### src/rtl/ex_stage_if.sv
// Decode-to-execute bus: the operation and operands that decode hands to the
// execute stage each cycle.
//   master : decode side, drives every signal
//   slave  : execute side, samples every signal
// Signals: aluop, alusel, reg1, reg2 (DATA_W), wd (5), wreg.
`ifndef EX_STAGE_DEFS
`define EX_STAGE_DEFS
`define RstEnable          1'b0
`define AluOpBus           7:0
`define AluSelBus          2:0
`define EXE_NOP_OP         8'b0000_0000
`define EXE_AND_OP         8'b0010_0100
`define EXE_OR_OP          8'b0010_0101
`define EXE_XOR_OP         8'b0010_0110
`define EXE_SLL_OP         8'b0111_1100
`define EXE_SRL_OP         8'b0000_0010
`define EXE_SRA_OP         8'b0000_0011
`define EXE_ADD_OP         8'b0010_0000
`define EXE_SUB_OP         8'b0010_0010
`define EXE_SLT_OP         8'b0010_1010
`define EXE_SLTU_OP        8'b0010_1011
`define EXE_RES_NOP        3'b000
`define EXE_RES_LOGIC      3'b001
`define EXE_RES_SHIFT      3'b010
`define EXE_RES_ARITHMETIC 3'b100
`endif

interface ex_stage_if #(
  parameter int unsigned DATA_W = 32
);
  logic [`AluOpBus]  aluop;
  logic [`AluSelBus] alusel;
  logic [DATA_W-1:0] reg1;
  logic [DATA_W-1:0] reg2;
  logic [4:0]        wd;
  logic              wreg;

  modport master (output aluop, alusel, reg1, reg2, wd, wreg);
  modport slave  (input  aluop, alusel, reg1, reg2, wd, wreg);
endinterface

### src/rtl/ex_stage.sv
// Execute stage of the RV32I pipeline. Registers the decode outputs in an
// ID/EX latch and produces the ALU result combinationally from it; wdata_o,
// wd_o and wreg_o feed both the MEM latch and decode's forwarding inputs.
// Ports:
//   clk, rst    : clock, synchronous active-low reset
//   id          : decode bus (ex_stage_if.slave)
//   id_stall_i  : decode held this cycle -> bubble loaded
//   ex_stall_i  : this stage held -> latch keeps its contents
//   wdata_o, wd_o, wreg_o : result, destination, write enable
//   stallreq_o  : hold request while a serial shift runs
// Build option: define SERIAL_SHIFT_EN for a 1-bit/cycle shifter driven by a
// small FSM; otherwise shifts use a single-cycle barrel shifter.
`ifndef EX_STAGE_DEFS
`define EX_STAGE_DEFS
`define RstEnable          1'b0
`define AluOpBus           7:0
`define AluSelBus          2:0
`define EXE_NOP_OP         8'b0000_0000
`define EXE_AND_OP         8'b0010_0100
`define EXE_OR_OP          8'b0010_0101
`define EXE_XOR_OP         8'b0010_0110
`define EXE_SLL_OP         8'b0111_1100
`define EXE_SRL_OP         8'b0000_0010
`define EXE_SRA_OP         8'b0000_0011
`define EXE_ADD_OP         8'b0010_0000
`define EXE_SUB_OP         8'b0010_0010
`define EXE_SLT_OP         8'b0010_1010
`define EXE_SLTU_OP        8'b0010_1011
`define EXE_RES_NOP        3'b000
`define EXE_RES_LOGIC      3'b001
`define EXE_RES_SHIFT      3'b010
`define EXE_RES_ARITHMETIC 3'b100
`endif

module ex_stage #(
  parameter int unsigned DATA_W  = 32,
  parameter int unsigned SHAMT_W = 5
) (
  input  logic              clk,
  input  logic              rst,
  ex_stage_if.slave         id,
  input  logic              id_stall_i,
  input  logic              ex_stall_i,
  output logic [DATA_W-1:0] wdata_o,
  output logic [4:0]        wd_o,
  output logic              wreg_o,
  output logic              stallreq_o
);

  logic [`AluOpBus]   aluop_q;
  logic [`AluSelBus]  alusel_q;
  logic [DATA_W-1:0]  reg1_q, reg2_q;
  logic [4:0]         wd_q;
  logic               wreg_q;
  logic [SHAMT_W-1:0] shamt;
  logic               shift_op;
  logic [DATA_W-1:0]  logic_res, arith_res, shift_res;

  always_ff @(posedge clk) begin
    if (rst == `RstEnable || (id_stall_i && !ex_stall_i)) begin
      aluop_q  <= `EXE_NOP_OP;
      alusel_q <= `EXE_RES_NOP;
      reg1_q   <= '0;
      reg2_q   <= '0;
      wd_q     <= '0;
      wreg_q   <= 1'b0;
    end else if (!ex_stall_i) begin
      aluop_q  <= id.aluop;
      alusel_q <= id.alusel;
      reg1_q   <= id.reg1;
      reg2_q   <= id.reg2;
      wd_q     <= id.wd;
      wreg_q   <= id.wreg;
    end
  end

  assign shamt    = reg2_q[SHAMT_W-1:0];
  assign shift_op = (alusel_q == `EXE_RES_SHIFT) &&
                    (aluop_q == `EXE_SLL_OP || aluop_q == `EXE_SRL_OP ||
                     aluop_q == `EXE_SRA_OP);

  always_comb begin
    logic_res = '0;
    case (aluop_q)
      `EXE_AND_OP: logic_res = reg1_q & reg2_q;
      `EXE_OR_OP:  logic_res = reg1_q | reg2_q;
      `EXE_XOR_OP: logic_res = reg1_q ^ reg2_q;
      default:     logic_res = '0;
    endcase
  end

  always_comb begin
    arith_res = '0;
    case (aluop_q)
      `EXE_ADD_OP:  arith_res = reg1_q + reg2_q;
      `EXE_SUB_OP:  arith_res = reg1_q - reg2_q;
      `EXE_SLT_OP:  arith_res = DATA_W'($signed(reg1_q) < $signed(reg2_q));
      `EXE_SLTU_OP: arith_res = DATA_W'(reg1_q < reg2_q);
      default:      arith_res = '0;
    endcase
  end

`ifdef SERIAL_SHIFT_EN
  typedef enum logic [1:0] {S_IDLE, S_BUSY, S_DONE} state_t;
  state_t             state, state_nxt;
  logic [DATA_W-1:0]  acc;
  logic [SHAMT_W-1:0] cnt;
  logic               start;
  logic               pending;

  // The serial op is launched on the same edge that latches it, so the stall
  // request is already up in the first cycle the op sits in the latch. DONE
  // may launch the next shift directly so back-to-back shifts do not stall twice.
  assign start = (rst != `RstEnable) && !ex_stall_i && !id_stall_i &&
                 (id.alusel == `EXE_RES_SHIFT) &&
                 (id.aluop == `EXE_SLL_OP || id.aluop == `EXE_SRL_OP ||
                  id.aluop == `EXE_SRA_OP) &&
                 (id.reg2[SHAMT_W-1:0] != '0);

  always_comb begin
    state_nxt = state;
    case (state)
      S_IDLE:  if (start) state_nxt = S_BUSY;
      S_BUSY:  if (cnt == SHAMT_W'(1)) state_nxt = S_DONE;
      S_DONE:  state_nxt = start ? S_BUSY : S_IDLE;
      default: state_nxt = S_IDLE;
    endcase
  end

  always_ff @(posedge clk) begin
    if (rst == `RstEnable) begin
      state <= S_IDLE;
      acc   <= '0;
      cnt   <= '0;
    end else begin
      state <= state_nxt;
      if (state != S_BUSY && start) begin
        acc <= id.reg1;
        cnt <= id.reg2[SHAMT_W-1:0];
      end else if (state == S_BUSY) begin
        cnt <= cnt - SHAMT_W'(1);
        case (aluop_q)
          `EXE_SLL_OP: acc <= {acc[DATA_W-2:0], 1'b0};
          `EXE_SRA_OP: acc <= {acc[DATA_W-1], acc[DATA_W-1:1]};
          default:     acc <= {1'b0, acc[DATA_W-1:1]};
        endcase
      end
    end
  end

  assign pending    = shift_op && (shamt != '0) && (state != S_DONE);
  assign stallreq_o = (state == S_BUSY);

  always_comb begin
    shift_res = '0;
    if (shift_op) begin
      if (state == S_DONE)    shift_res = acc;
      else if (shamt == '0)   shift_res = reg1_q;
    end
  end
`else
  logic pending;
  assign pending    = 1'b0;
  assign stallreq_o = 1'b0;

  always_comb begin
    shift_res = '0;
    case (aluop_q)
      `EXE_SLL_OP: shift_res = reg1_q << shamt;
      `EXE_SRL_OP: shift_res = reg1_q >> shamt;
      `EXE_SRA_OP: shift_res = DATA_W'($signed(reg1_q) >>> shamt);
      default:     shift_res = '0;
    endcase
  end
`endif

  always_comb begin
    wdata_o = '0;
    case (alusel_q)
      `EXE_RES_LOGIC:      wdata_o = logic_res;
      `EXE_RES_SHIFT:      wdata_o = shift_res;
      `EXE_RES_ARITHMETIC: wdata_o = arith_res;
      default:             wdata_o = '0;
    endcase
  end

  assign wd_o   = wd_q;
  assign wreg_o = wreg_q && !pending;

endmodule

### src/flat_wrapper.sv
// flat-port wrapper written by rule: the top's interface ports become plain ports
module ex_stage_flat 
#(
  parameter int unsigned DATA_W  = 32,
  parameter int unsigned SHAMT_W = 5
)
  (clk, rst, id_stall_i, ex_stall_i, wdata_o, wd_o, wreg_o, stallreq_o, id_aluop, id_alusel, id_reg1, id_reg2, id_wd, id_wreg);
  ex_stage_if #(.DATA_W(DATA_W)) id_i ();
  input  logic clk;
  input  logic rst;
  input  logic id_stall_i;
  input  logic ex_stall_i;
  output logic [DATA_W-1:0] wdata_o;
  output logic [4:0] wd_o;
  output logic wreg_o;
  output logic stallreq_o;
  input wire logic [$bits(id_i.aluop)-1:0] id_aluop;
  input wire logic [$bits(id_i.alusel)-1:0] id_alusel;
  input wire logic [$bits(id_i.reg1)-1:0] id_reg1;
  input wire logic [$bits(id_i.reg2)-1:0] id_reg2;
  input wire logic [$bits(id_i.wd)-1:0] id_wd;
  input wire logic [$bits(id_i.wreg)-1:0] id_wreg;
  assign id_i.aluop = id_aluop;
  assign id_i.alusel = id_alusel;
  assign id_i.reg1 = id_reg1;
  assign id_i.reg2 = id_reg2;
  assign id_i.wd = id_wd;
  assign id_i.wreg = id_wreg;
  ex_stage #(.DATA_W(DATA_W), .SHAMT_W(SHAMT_W)) u_core (.clk(clk), .rst(rst), .id(id_i), .id_stall_i(id_stall_i), .ex_stall_i(ex_stall_i), .wdata_o(wdata_o), .wd_o(wd_o), .wreg_o(wreg_o), .stallreq_o(stallreq_o));
endmodule
### config.mk
export PLATFORM = sky130hd
export DESIGN_NAME = ex_stage_flat
export DESIGN_NICKNAME = d
export VERILOG_FILES = /design/src/rtl/ex_stage_if.sv /design/src/rtl/ex_stage.sv /design/src/flat_wrapper.sv
export SDC_FILE = /design/constraint.sdc
export NUM_CORES = 1
export LEC_CHECK = 0
export CAP_MARGIN = 20
export CORE_MARGIN = 2
export CORE_UTILIZATION = 55
export DETAILED_ROUTE_END_ITERATION = 10
export PLACE_DENSITY = 0.78
export SETUP_SLACK_MARGIN = 0.1
export SLEW_MARGIN = 20
export SYNTH_ARGS = -nofsm -noshare
export SYNTH_HDL_FRONTEND = slang
export SYNTH_SLANG_ARGS = --single-unit
### constraint.sdc
create_clock -name clk -period 10.45 [get_ports clk]
set_input_delay 2.09 -clock clk [delete_from_list [all_inputs] [get_ports clk]]
set_output_delay 2.09 -clock clk [all_outputs]
set_load 0.05 [all_outputs]
==> results.toml, run 1 <==
[status]
status = "completed"

[timing]
relSlewSlack_pct = 30.4
fin_skew_ns = 0
hold_ws_ns = 0.503
hold_viol = 0
fin_crit_sh_pct = 73.6
tightest_slew_ns = 1.04
rsz0062_at_grt = "no"
maxSlewViolCount = 0
fmax_ghz = 0.130
fin_setup_tns_ns = 0
period_needed_ns = 7.69
setup_viol_count_final = 0

[power_and_ir_drop]
clkPwrFrac_pct = 32.5
power_density_nw_per_um2 = 93.8
netSwitchingPower_w = 0.000473
comb_power_share_pct = 37.8
swShare_pct = 38.8
internal-power_w = 0.000745
leakage_nw = 5.03
peakVddDrop_mv = 0.0846
seq_power_share_pct = 29.7

[grt]
busiest_layer = "met2"
grtUsageMet2_pct = 61.8
grt_pass1_wl_mm = 69.4
gr-usage-met1_pct = 55.5
gr-usage-met3_pct = 10.3
overflow = 0
grt_pass1_vias = 11800
grt_max_degree = 87
antenna_found_initial = 3
grt_usage_pct = 40.4

[clocking]
cts_tree = "done"
numCtsBuffers = 9
htreeDepth = 3
cts_root_buf = "clkbuf_16"
cts_resized = 0
clockBufferDepth = 2
cts_setup_buffers = 0
path_clk_slew_ns = 0.07
clkSinkCount = 81
insertion_delay_ns = 0.36
cts_hold_buf = 0

[run]
drv_cap = 0

[logic_synthesis]
yosysWarnings = 0
synth_cell_type_count = 81
synth_edf_count = 0
synth.area.top_cells = "mux2i_1 14%, dfxtp_1 14%, ha_1 11%, nor2_1 6.8%, a21oi_1 6.2%"
yosysTopAreaCellShare_pct = 14.3
synth_area_per_cell_um2 = 7.15
ys_seq_area_share_pct = 14.2
synth_largest_area_cell = "mux2i_1"
ys_ff_latch = 81
netlist_area_um2 = 11400
synth_fp_nets = 1786
async_reset_ff_share_pct = 0
netlist_instances = 1601
ys.flop_type = "dfxtp_1"

[critical_path]
crit_path_start_kind = "flip-flop"
crit_path_end_kind = "output pin"
critPathKind = "reg2out"
crit_required_ns = 8.36
crit_path_max_fanout = 86
arrival_ns = 5.60

[floorplanning]
die_y_um = 148
core_um2 = 20300
start_util_pct = 56.4
dieArea_um2 = 22000
ios = 124
row_count = 52
die_x_um = 148

[place]
io_buffers = 122
hpwl_mm = 33.8
place.gp.congestion = 1.04

[layout]
seq_area_um2 = 1630
final_common_cell = "nor2_1"
layout_common_cells = "208 x nor2_1, 164 x mux2i_1, 142 x a21oi_1"
nets = 1800
syn2layout_area_growth_pct = 13.4
nFillCells = 1867
multiInputGateArea_um2 = 8920
drive_gt1_share_pct = 5.25

[drt]
drt-pass1-iter-count = 7
initialDrtViolationCount = 1805
dr_total_vias = 12700
ant_nets = 0
viasPerCell = 6.69
wl_mm = 45.4
wl_per_cell_um = 24.0
drc = 0

[min_path]
hold_path.class = "reg2reg"
-- power groups by stage --
| stage | clock network, W | logic, W | registers (W) |
|---|---|---|---|
| 4_1_cts | 0.000399 | 0.000446 | 0.000360 |
| 3_3_place_gp | 0 | 0.000441 | 0.000365 |
| 6_report | 0.000396 | 0.000460 | 0.000361 |
| 2_1_floorplan | 0 | 0.000319 | 0.000349 |
| 5_1_grt | 0.000408 | 0.000494 | 0.000363 |
| 3_5_place_dp | 0 | 0.000442 | 0.000367 |
-- final cells by class --
cell class | instances | area share (%)
clock buffer | 10 | 1.84
antenna | 2 | 0.0386
timing repair buffer | 142 | 10.5
inverter | 97 | 2.80
multi-input combinational | 1284 | 68.7
sequential | 81 | 12.6
clock inverter | 6 | 0.887
tap | 270 | 2.60
-- cell usage after synthesis, types with 9 or more instances --
| master | number |
|---|---|
| nor2_1 | 208 |
| mux2i_1 | 164 |
| a21oi_1 | 142 |
| o21ai_0 | 137 |
| nand2_1 | 121 |
| ha_1 | 98 |
| clkbuf_1 | 96 |
| inv_1 | 95 |
| dfxtp_1 | 81 |
| o22ai_1 | 42 |
| a211oi_1 | 27 |
| nor3_1 | 27 |
| buf_1 | 24 |
| xnor2_1 | 21 |
| mux4_2 | 20 |
| o211ai_1 | 20 |
| buf_2 | 16 |
| nand3_1 | 16 |
| a21o_1 | 15 |
| a31oi_1 | 13 |
| nand2b_1 | 13 |
| nor2b_1 | 11 |
| o21bai_1 | 11 |
| o221ai_1 | 11 |
| a221oi_1 | 10 |
| nand4_1 | 9 |
| o31ai_1 | 9 |
| xor2_1 | 9 |
-- worst max-delay path: stages (launching register included) --
cell and delay, ns:
dfxtp_2 0.32, buf_4 0.61, inv_1 0.09, buf_4 0.28
ha_1 0.44, o211ai_1 0.16, o21ai_1 0.09, a21o_1 0.22
a31oi_1 0.48, o22ai_1 0.21, a221oi_1 0.67, o31ai_1 0.17
o21ai_1 0.18, or3b_1 0.36, nand3_1 0.12, clkdlybuf4s50_1 0.82
-- cell families (layout without fill, tap and decap cells) --
kind of cell | Yosys count | count (layout) | synth area share [%]
AND/OR/NAND/NOR | 445 | 445 | 16.9
buffers and inverters | 236 | 255 | 8.05
flip-flops | 81 | 81 | 14.2
multiplexers | 191 | 191 | 19.0
XOR/XNOR | 30 | 30 | 2.30
adder cells (fa/ha/maj) | 100 | 100 | 11.1
other | 1 | 3 | 0.0328
AO/OA/AOI/OAI | 517 | 517 | 28.5
-- final timing paths --
kind	startpoint	to	slack (ns)	depth (start not counted)
setup reg to reg	u_core.reg2_q[0]	u_core.reg2_q[0]	8.53	3
hold / removal	u_core.wreg_o	u_core.wreg_o	0.50	2
hold reg to reg	u_core.wreg_o	u_core.wreg_o	0.50	2
setup / recovery	u_core.reg2_q[3]	wdata_o[29]	2.76	15
-- registers in the layout, summed over array words and instances (netlist names) --
register         cells
u_core.aluop_q       8
u_core.reg2_q       32
u_core.wd_o          5
u_core.reg1_q       32
u_core.wreg_o        1
u_core.alusel_q      3
-- stage by stage --
stage,setup WS [ns],utilization [%],total power (W),std cells,area [µm²]
2_1_floorplan,3.59,-,0.000668,1601,11400
3_3_place_gp,3.40,62.2,0.000806,1874,12600
3_5_place_dp,3.37,62.2,0.000808,1874,12600
4_1_cts,2.97,63.9,0.00120,1890,13000
5_1_grt,2.63,63.9,0.00127,1891,13000
6_report,2.76,64.0,0.00122,1892,13000
-- per-layer routing --
layer	share of wire, %	vias up
met5	0.031	-
met4	3.4	2
met3	13	130
met2	43	881
met1	40	5864
li1	-	5785
Note: power is estimated with default switching activity, not from simulation.
==> inputs of run 2 (changes only) <==
--- a/config.mk
+++ b/config.mk
@@ -7,9 +7,9 @@
 export LEC_CHECK = 0
 export CAP_MARGIN = 20
 export CORE_MARGIN = 2
-export CORE_UTILIZATION = 55
+export CORE_UTILIZATION = 54
 export DETAILED_ROUTE_END_ITERATION = 10
-export PLACE_DENSITY = 0.78
+export PLACE_DENSITY = 0.8
 export SETUP_SLACK_MARGIN = 0.1
 export SLEW_MARGIN = 20
 export SYNTH_ARGS = -nofsm -noshare
==> constraint.sdc (replaced) <==
create_clock -name clk -period 7 [get_ports clk]
set_input_delay 1.4 -clock clk [delete_from_list [all_inputs] [get_ports clk]]
set_output_delay 1.4 -clock clk [all_outputs]
set_load 0.05 [all_outputs]
==> run 2 against run 1 <==
Critical path depth down 2; critical path type unchanged; clock power up 30%; hold slack worse by 0.0041 ns; final cell count up 0.53%; wire length down 2.0%.
==> results.toml, run 2 (synthesis results as in run 1) <==
[status]
status = "completed"

[power_and_ir_drop]
leakage_nw = 5.04
seq_power_share_pct = 30.4
p_total_w = 0.00174
power_density_nw_per_um2 = 134
clkPwrFrac_pct = 29.5
peakVddDrop_mv = 0.107
swShare_pct = 40.6
internal-power_w = 0.00103
comb_power_share_pct = 40.0
netSwitchingPower_w = 0.000707

[critical_path]
crit_path_max_fanout = 8
cpLargestDelayFamily = "compound AO/OA/AOI/OAI gates"
crit_path_frequent_cell = "o21ai_1"
critPathKind = "reg2out"
cp_num_buf_inv = 2
crit_path_end_kind = "output pin"
cp_slowest_stage_delay_ns = 0.80
crit_chain = "inv_1, ha_1, a211oi_1, o21ai_1, a21o_1, a31oi_1, o22ai_1, a221oi_1, o31ai_1, o21ai_1, or3b_1, nand3_1, clkdlybuf4s50_1"
crit_required_ns = 5.60
cp_slowest_cell = "clkdlybuf4s50_1"
crit_path_start_kind = "flip-flop"
arrival_ns = 5.08

[timing]
hold_ws_ns = 0.499
relSlewSlack_pct = 26.7
period_needed_ns = 6.48
setup_viol_count_final = 0
maxSlewViolCount = 0
fin_crit_sh_pct = 92.6
rsz0062_at_grt = "no"
fin_setup_tns_ns = 0
tightest_slew_ns = 1.10
hold_viol = 0
fmax_ghz = 0.154
fin_skew_ns = 0

[floorplanning]
die_y_um = 150
die_x_um = 150
core_um2 = 20900
row_count = 53
ios = 124
start_util_pct = 54.8
dieArea_um2 = 22400

[clocking]
cts_hold_buf = 0
path_clk_slew_ns = 0.07
htreeDepth = 3
clkSinkCount = 81
cts_tree = "done"
insertion_delay_ns = 0.36
cts_setup_buffers = 0
cts_root_buf = "clkbuf_16"
numCtsBuffers = 9
clockBufferDepth = 2
cts_resized = 0

[layout]
multiInputGateArea_um2 = 8910
diodes = 0
final_common_cell = "nor2_1"
reg.largest.list = "u_core.reg1_q: 32 flops, u_core.reg2_q: 32 flops, u_core.aluop_q: 8 flops"
final_area_um2 = 13000
drive_gt1_share_pct = 5.59
syn2layout_area_growth_pct = 13.4
nFillCells = 1968
seq_area_um2 = 1630
nets = 1807
layout_common_cells = "208 x nor2_1, 164 x mux2i_1, 142 x a21oi_1"

[grt]
overflow = 0
grt_pass1_wl_mm = 68.2
grt_pass1_vias = 11900
grt_max_degree = 88
grt_usage_pct = 39.3
antenna_found_initial = 0

[drt]
ant_nets = 0
wl_mm = 44.4
drc = 0
drt-pass1-iter-count = 6
initialDrtViolationCount = 1886
dr_total_vias = 12800
wl_per_cell_um = 23.4
viasPerCell = 6.72

[min_path]
hold_path.class = "reg2reg"

[run]
drv_cap = 0

[place]
hpwl_mm = 33.0
io_buffers = 122
dpl_cell_area_um2 = 12700
place.gp.congestion = 1.03
==> run 2: cell count changes in the layout (fill, tap and decap cells not counted), moves of 2 or more <==
cell       change
buf_4          +7
inv_6          +3
bufinv_16      -2
clkinv_4       -2
diode_2        -2
==> run 2: final cells by class <==
class                           count  area share (%)
Tap cell                          275            2.65
Sequential cell                    81            12.6
Clock inverter                      7           0.588
Clock buffer                        9            1.74
Timing Repair Buffer              149            11.0
Multi-Input combinational cell   1284            68.7
Inverter                           97            2.81
==> run 2: worst register-to-register path, cell delays in order (launching register included) <==
cell and delay (ns):
dfxtp_2 0.40, buf_4 0.68, mux2i_1 0.18, nor2_1 0.11
==> run 2: metal layers <==
layer  up-vias  share of wire, %  wire length, µm  track usage [%]
met1      5934                41            18100             53.5
met4         0               3.9             1720             15.0
met2       910                43            19100             60.0
li1       5811                 -                -                -
met5         -                 0                0                0
met3       130                12             5510             9.27
==> run 2: metrics by stage <==
| stage | std cells | worst slack [ns] | utilization, % |
|---|---|---|---|
| floorplan | 1601 | 0.833 | - |
| global placement | 1886 | 1.15 | 60.7 |
| detailed placement | 1886 | 1.13 | 60.7 |
| CTS | 1902 | 0.714 | 62.1 |
| global route | 1902 | 0.425 | 62.1 |
| finish | 1902 | 0.519 | 62.1 |
==> run 2: power by group through the flow <==
stage               Clock [W]  Combinational, W  Sequential, W
global placement            0          0.000664       0.000536
CTS                  0.000517          0.000674       0.000527
global route         0.000536          0.000746       0.000532
finish               0.000514          0.000697       0.000530
floorplan                   0          0.000476       0.000522
detailed placement          0          0.000670       0.000538
==> run 2: path summary, 6_finish.rpt <==
path / start / end / slack (ns) / depth (start not counted)
setup / recovery: u_core.reg1_q[1] / wdata_o[29] / 0.52 / 13
hold / removal: u_core.wd_o[4] / u_core.wd_o[4] / 0.50 / 2
setup reg to reg: u_core.reg2_q[0] / u_core.reg2_q[0] / 5.57 / 3
hold reg to reg: u_core.wd_o[4] / u_core.wd_o[4] / 0.50 / 2
==> inputs of run 3 (changes only) <==
--- a/config.mk
+++ b/config.mk
@@ -10,7 +10,7 @@
 export CORE_UTILIZATION = 54
 export DETAILED_ROUTE_END_ITERATION = 10
 export PLACE_DENSITY = 0.8
-export SETUP_SLACK_MARGIN = 0.1
+export SETUP_SLACK_MARGIN = 0.3
 export SLEW_MARGIN = 20
 export SYNTH_ARGS = -nofsm -noshare
 export SYNTH_HDL_FRONTEND = slang
==> results of run 3 <==
The final DEF is identical to that of run 2; final timing and power are the same.
